$ cat src/rtl/bcd_to_bin_if.sv
// Handshake and data bundle for the BCD-to-binary converter.
// The master side drives the digits and start; the slave side returns the result.
interface bcd_to_bin_if;
  logic        start;
  logic [3:0]  hundred_thousands_in;
  logic [3:0]  ten_thousands_in;
  logic [3:0]  thousands_in;
  logic [3:0]  hundreds_in;
  logic [3:0]  tens_in;
  logic [3:0]  units_in;
  logic [19:0] bin_out;
  logic        busy;
  logic        done;
  logic        digit_err;

  modport master (
    output start, hundred_thousands_in, ten_thousands_in, thousands_in,
           hundreds_in, tens_in, units_in,
    input  bin_out, busy, done, digit_err
  );

  modport slave (
    input  start, hundred_thousands_in, ten_thousands_in, thousands_in,
           hundreds_in, tens_in, units_in,
    output bin_out, busy, done, digit_err
  );
endinterface

$ cat src/rtl/bcd_to_bin_converter.sv
// Six-digit packed BCD to 20-bit binary, one digit folded per clock (acc*10 + digit).
// Fixed 7-cycle start-to-done latency, including conversions with invalid digits.
module bcd_to_bin_converter (
  input  logic          clk,
  input  logic          rst_n,
  bcd_to_bin_if.slave   bus
);
  localparam int NUM_DIGITS = 6;

  typedef enum logic [1:0] {IDLE = 2'd0, CONV = 2'd1, FINISH = 2'd2} state_t;

  state_t          state, state_nxt;
  logic [NUM_DIGITS-1:0][3:0] digits_in;
  logic [NUM_DIGITS-1:0]      dig_bad;
  logic [23:0]     dig_sr;
  logic [19:0]     acc;
  logic [23:0]     acc_nxt;
  logic [2:0]      cnt;
  logic            err_flag;
  logic [19:0]     bin_q;
  logic            busy_q, done_q, err_q;

  assign digits_in = {bus.hundred_thousands_in, bus.ten_thousands_in, bus.thousands_in,
                      bus.hundreds_in, bus.tens_in, bus.units_in};

  for (genvar i = 0; i < NUM_DIGITS; i++) begin : g_chk
    assign dig_bad[i] = (digits_in[i] > 4'd9);
  end

  // acc*10 built from shifts in 24 bits; valid input never exceeds 20 bits
  assign acc_nxt = ({4'b0, acc} << 3) + ({4'b0, acc} << 1) + {20'b0, dig_sr[23:20]};

  always_ff @(posedge clk or negedge rst_n) begin
    if (!rst_n) state <= IDLE;
    else        state <= state_nxt;
  end

  always_comb begin
    state_nxt = state;
    case (state)
      IDLE:    if (bus.start) state_nxt = CONV;
      CONV:    if (cnt == 3'd5) state_nxt = FINISH;
      FINISH:  state_nxt = IDLE;
      default: state_nxt = IDLE;
    endcase
  end

  always_ff @(posedge clk or negedge rst_n) begin
    if (!rst_n) begin
      dig_sr   <= '0;
      acc      <= '0;
      cnt      <= '0;
      err_flag <= 1'b0;
      bin_q    <= '0;
      busy_q   <= 1'b0;
      done_q   <= 1'b0;
      err_q    <= 1'b0;
    end else begin
      done_q <= 1'b0;
      case (state)
        IDLE: if (bus.start) begin
          dig_sr   <= digits_in;
          acc      <= '0;
          cnt      <= '0;
          err_flag <= |dig_bad;
          busy_q   <= 1'b1;
        end
        CONV: begin
          acc    <= acc_nxt[19:0];
          dig_sr <= {dig_sr[19:0], 4'h0};
          cnt    <= cnt + 3'd1;
        end
        FINISH: begin
          bin_q  <= err_flag ? 20'd0 : acc;
          err_q  <= err_flag;
          done_q <= 1'b1;
          busy_q <= 1'b0;
        end
        default: ;
      endcase
    end
  end

  assign bus.bin_out   = bin_q;
  assign bus.busy      = busy_q;
  assign bus.done      = done_q;
  assign bus.digit_err = err_q;
endmodule

$ cat src/flat_wrapper.sv
// flat-port wrapper written by rule: the top's interface ports become plain ports
module bcd_to_bin_converter_flat 
  (clk, rst_n, bus_start, bus_hundred_thousands_in, bus_ten_thousands_in, bus_thousands_in, bus_hundreds_in, bus_tens_in, bus_units_in, bus_bin_out, bus_busy, bus_done, bus_digit_err);
  bcd_to_bin_if bus_i ();
  input  logic clk;
  input  logic rst_n;
  input wire logic [$bits(bus_i.start)-1:0] bus_start;
  input wire logic [$bits(bus_i.hundred_thousands_in)-1:0] bus_hundred_thousands_in;
  input wire logic [$bits(bus_i.ten_thousands_in)-1:0] bus_ten_thousands_in;
  input wire logic [$bits(bus_i.thousands_in)-1:0] bus_thousands_in;
  input wire logic [$bits(bus_i.hundreds_in)-1:0] bus_hundreds_in;
  input wire logic [$bits(bus_i.tens_in)-1:0] bus_tens_in;
  input wire logic [$bits(bus_i.units_in)-1:0] bus_units_in;
  output wire logic [$bits(bus_i.bin_out)-1:0] bus_bin_out;
  output wire logic [$bits(bus_i.busy)-1:0] bus_busy;
  output wire logic [$bits(bus_i.done)-1:0] bus_done;
  output wire logic [$bits(bus_i.digit_err)-1:0] bus_digit_err;
  assign bus_i.start = bus_start;
  assign bus_i.hundred_thousands_in = bus_hundred_thousands_in;
  assign bus_i.ten_thousands_in = bus_ten_thousands_in;
  assign bus_i.thousands_in = bus_thousands_in;
  assign bus_i.hundreds_in = bus_hundreds_in;
  assign bus_i.tens_in = bus_tens_in;
  assign bus_i.units_in = bus_units_in;
  assign bus_bin_out = bus_i.bin_out;
  assign bus_busy = bus_i.busy;
  assign bus_done = bus_i.done;
  assign bus_digit_err = bus_i.digit_err;
  bcd_to_bin_converter u_core (.clk(clk), .rst_n(rst_n), .bus(bus_i));
endmodule
$ cat config.mk
export PLATFORM = sky130hd
export DESIGN_NAME = bcd_to_bin_converter_flat
export DESIGN_NICKNAME = d
export VERILOG_FILES = /design/src/rtl/bcd_to_bin_if.sv /design/src/rtl/bcd_to_bin_converter.sv /design/src/flat_wrapper.sv
export SDC_FILE = /design/constraint.sdc
export NUM_CORES = 1
export LEC_CHECK = 0
export CORE_ASPECT_RATIO = 1.4
export CORE_MARGIN = 2
export CORE_UTILIZATION = 60
export CTS_CLUSTER_DIAMETER = 100
export DETAILED_ROUTE_END_ITERATION = 8
export PLACE_DENSITY_LB_ADDON = 0.15
export SYNTH_ARGS = -nofsm -noshare
export SYNTH_HDL_FRONTEND = slang
export SYNTH_SLANG_ARGS = --single-unit
$ cat constraint.sdc
create_clock -name clk -period 4.4 [get_ports clk]
set_clock_uncertainty 0.1 [all_clocks]
set_input_delay 1.1 -clock clk [delete_from_list [all_inputs] [get_ports clk]]
set_output_delay 1.1 -clock clk [all_outputs]
set_load 0.01 [all_outputs]
# == Yosys cells after proc, flatten, opt, wreduce, memory -nomap -nowiden ==
# Index checks and enable logic that the tools add are counted.
# totals
regBits,73
out_inout_bits,23
# op_classes
add_sub_neg,3
order_cmp,6
n_eq_ne,5
n_mux,13
reduce_logical,8
# op_table
cell,n
$pmux W24 S2,1
$mux W20,2
$pmux W20 S2,1
$gt A4 B4 Y1 const B,6
$mux W24,1
$add A20 B20 Y20,1
$add A20 B4 Y20,1
$reduce_and A2 Y1,4
$pmux W3 S2,1
$reduce_or A6 Y1,1
$mux W2,2
$pmux W2 S2,1
$reduce_bool A2 Y1,2
$add A3 B1 Y3 const B,1
$eq A3 B3 Y1 const B,1
$mux W3,1
$eq A2 B1 Y1 const B,1
$eq A2 B2 Y1 const B,1
$logic_not A2 Y1,1
$mux W1,2
$ne A2 B1 Y1 const B,1
$ne A2 B2 Y1 const B,1
$pmux W1 S2,1

# == Logic depth before layout (Yosys ltp) ==
# logic_depth
depth_word,3
ltp_mapped,10
depth_no_buf,10

# == Worst setup path after synthesis ==
# No wires, ideal clock.
# synth_timing
path_type,register to register
start,register u_core.acc[0]
end,register u_core.acc[12]
setup_ns,0.130
arrival_time_ns,2.619
slack_ns,1.550
path_stages_with_launch,11
synth_period_minus_slack_ns,2.850
cell_sequence,dfrtp_1 -> inv_1 -> fa_1 -> inv_1 -> fa_1 -> a211o_1 -> a211oi_1 -> nor2_1 -> a211oi_1 -> xor2_1 -> o21ai_1
# synth_between
elab_chain_cells,3
# synth_lines
element,line_no,rtl
"start, declared",bcd_to_bin_converter.sv:16,logic [19:0] acc;
"start signal, assigned",bcd_to_bin_converter.sv:69,acc <= acc_nxt[19:0];
$add A20 B20 Y20,bcd_to_bin_converter.sv:31,"assign acc_nxt = ({4'b0, acc} << 3) + ({4'b0, acc} << 1) + {20'b0, dig_sr[23:20]};"
$add A20 B4 Y20,bcd_to_bin_converter.sv:31,
$pmux W20 S2,bcd_to_bin_converter.sv:60,case (state)
# Every way passes these cells.
# A chain may end at the register's enable or synchronous reset.

# == Worst setup path after layout ==
# layout_timing
start,register u_core.acc[0]
end,register u_core.acc[16]
# Same word-level chain as after synthesis.

==> impl_metrics.yaml <==
place:
  io_buffers: 49
  dpl.hpwl_um: 6140
  dp.cells: 590
  gp_congestion: 0.877
cts:
  cts-root-buf: "clkbuf_8"
  clk_latency_ps: 350
  clk_pin_slew_ps: 70
  cts_resized: 0
  cts_tree: "done"
  cts-hold-fix-buffers: 0
  cts.path.max_buffers: 2
  post-cts-setup-buffers: 0
  clock-sinks: 73
  htree_levels: 3
  cts_buffers: 9
timing:
  hold_viol: 0
  period_needed_ps: 3100
  tightest_slew_ps: 1120
  finalSetupViolations: 0
  setup_tns_ps: 0
  period_share: 0.705
  slew_viol_final: 0
  slew_headroom: 0.250
  rsz0062_at_grt: "false"
  fmaxAchievable_mhz: 322
die:
  die_w_um: 74.3
  top_level_ports: 50
  dieArea_um2: 7610
  coreArea_um2: 6660
  rows: 35
  start_util: 0.624
  die_y_um: 102
final_layout:
  nets: 574
  multi_input_area_um2: 2190
  drive_gt1_frac: 0.0506
  area_growth_pct: 17.9
  insertedDiodeCount: 0
  num-fill-cells: 536
  seq_area_um2: 1830
  fin_cells: 606
routing:
  vias_per_cell: 5.77
  vias: 3496
  drt_wl_total_um: 8880
  drt_iter0_drc: 182
  drcViolationCount: 0
  wl_per_cell_um: 14.7
  ant_nets: 0
  drt_first_pass_iters: 5
setup_path:
  crit_type: "reg2reg"
  r2r_setup_slack_ps: 1300
  cp_max_fo: 4
  timing.critical_path.cells: "inv_1 -> fa_1 -> inv_1 -> fa_1 -> a211o_1 -> a211oi_1 -> nor3_2 -> o21ai_1 -> or4b_1 -> nand3_1"
  cp.arrival_ps: 3230
  cp_slowest_cell: "fa_1"
  crit_required_ps: 4530
  cp-end-kind: "register"
  r2r-start: "u_core.acc[0]"
  reg2reg_depth: 10
  cp_slowest_stage_delay_ps: 540
  r2r-end: "u_core.acc[16]"
  start_kind: "register"
grt:
  overflow: 0
  grt_pass1_wl_um: 15100
  antenna_found_initial: 0
  grt_pass1_vias: 3283
  grt_usage: 0.258
  grt_max_degree: 51
yosys:
  syn_nets: 533
  yosys_warnings: 0
  synth_cell_types: 47
  yosys-top-cells-area: "dfrtp_1 (44%), ha_1 (11%), nand2_1 (8.2%)"
  synth_edf_count: 0
  synth-seq-cells: 73
  syn_area_um2: 4150
  yosysTopAreaCellShare: 0.440
  yosysSeqAreaShare: 0.440
  avgSynthCellArea_um2: 8.87
  async_flop_share: 1.00
  synthCells: 468
  synth_ff_type: "dfrtp_1"
  yosysTopAreaCell: "dfrtp_1"
power_and_ir_drop:
  leakagePower_nw: 2.23
  cellPowerDensity_nw_per_um2: 900
  vdd_drop_max_mv: 0.447
  power_mw: 4.41
min_path:
  worstHoldStart: "u_core.bus.bin_out[14]"
  min_path_cells: 2
  hold_path_end: "u_core.bus.bin_out[14]"
  worstHoldPathType: "reg2reg"
run_status:
  outcome: "finished clean"
run:
  max_cap_violations: 0
## how the worst max path moves through the flow
stage                        from              to  cells past startpoint
floorplan           u_core.acc[0]  u_core.acc[12]                     10
detailed placement  u_core.acc[0]  u_core.acc[12]                     10
global route        u_core.acc[0]  u_core.acc[12]                     10
CTS                 u_core.acc[0]  u_core.acc[12]                     10
finish              u_core.acc[0]  u_core.acc[16]                     10
global placement    u_core.acc[0]  u_core.acc[12]                     10
## layer usage
metal	vias up	GRT usage	share of wire
met4	0	0.103	0.019
li1	1724	-	-
met3	15	0.0434	0.044
met2	105	0.435	0.51
met1	1652	0.329	0.42
met5	-	0	0
## final cells by class
class                           instances  share of cell area
Multi-Input combinational cell        358               0.448
Sequential cell                        73               0.373
Timing Repair Buffer                   54               0.107
Clock buffer                           13              0.0304
Tap cell                               92              0.0235
Inverter                               13             0.00996
Clock inverter                          3             0.00818
## state kept, by name (all words and copies together) (netlist names)
signal                count
u_core.acc               20
u_core.bus.bin_out       20
u_core.bus.busy           1
u_core.bus.digit_err      1
u_core.bus.done           1
u_core.cnt                3
u_core.dig_sr            24
u_core.err_flag           1
u_core.state              2
## layout by cell type, fill, tap and decap left out, types with 3 or more instances in the layout
| cell | instances |
|---|---|
| nand3b_1 | 3 |
| nand3_1 | 21 |
| nand4_1 | 4 |
| a211oi_1 | 4 |
| xnor2_1 | 4 |
| nand2b_1 | 18 |
| clkbuf_1 | 3 |
| clkdlybuf4s50_1 | 48 |
| nor2_1 | 33 |
| xor2_1 | 8 |
| clkbuf_8 | 10 |
| a31oi_1 | 19 |
| a21o_1 | 5 |
| o21ai_0 | 49 |
| a21oi_1 | 15 |
| nor4_1 | 3 |
| o21a_1 | 3 |
| inv_1 | 13 |
| nor3_1 | 3 |
| ha_1 | 36 |
| dfrtp_1 | 73 |
| o31ai_1 | 6 |
| o21ai_1 | 3 |
| nand2_1 | 91 |
| buf_4 | 5 |
## Yosys cell counts, types with 2 or more instances
cell / count
nand2_1: 91
dfrtp_1: 73
o21bai_1: 2
fa_1: 2
o31ai_1: 6
nor3_1: 3
nor2_1: 33
clkbuf_1: 21
or3_1: 2
a41oi_1: 2
a21o_1: 5
nand4_1: 4
xnor2_1: 4
nand2b_1: 19
ha_1: 36
a31oi_1: 19
nand3b_1: 3
a21oi_1: 15
o21a_1: 3
o21ai_0: 49
buf_1: 2
o21ai_1: 3
mux2i_1: 2
nor4_1: 3
xor2_1: 8
nand3_1: 21
o2111ai_1: 2
a211oi_1: 4
inv_1: 13
## where the power goes
group / switching [mW] / internal [mW] / total [mW]
combinational: 1.48 / 1.15 / 2.62
clock: 0.244 / 0.277 / 0.521
sequential: 0.258 / 1.01 / 1.27
total: 1.98 / 2.43 / 4.41
## metrics by stage
stage | utilization | cell area [um^2] | setup slack (ps) | hold WS (ps)
global route | 0.736 | 4900 | 1100 | 403
detailed placement | 0.707 | 4710 | 1340 | 369
global placement | 0.707 | 4710 | 1370 | 361
finish | 0.736 | 4900 | 1300 | 378
floorplan | - | 4150 | 1550 | 348
CTS | 0.736 | 4900 | 1310 | 385
## kinds of logic (layout without fill, tap and decap cells)
logic type,count (synthesis),in the layout,share of synthesized area
mux,3,3,0.00753
simple gates,187,187,0.205
fa+ha+maj,38,38,0.118
flops,73,73,0.440
xor+xnor,12,12,0.0253
compound gates,118,118,0.171
buf+inv,37,83,0.0337
## worst max-delay path: cells and delay by family (launching register included)
kind | cells | cell delay (ps)
flip-flops | 1 | 360
AND/OR/NAND/NOR | 3 | 360
adder cells (fa/ha/maj) | 2 | 1020
buffers and inverters | 2 | 160
AO/OA/AOI/OAI | 3 | 1000
Note: power is estimated with default switching activity, not from simulation.
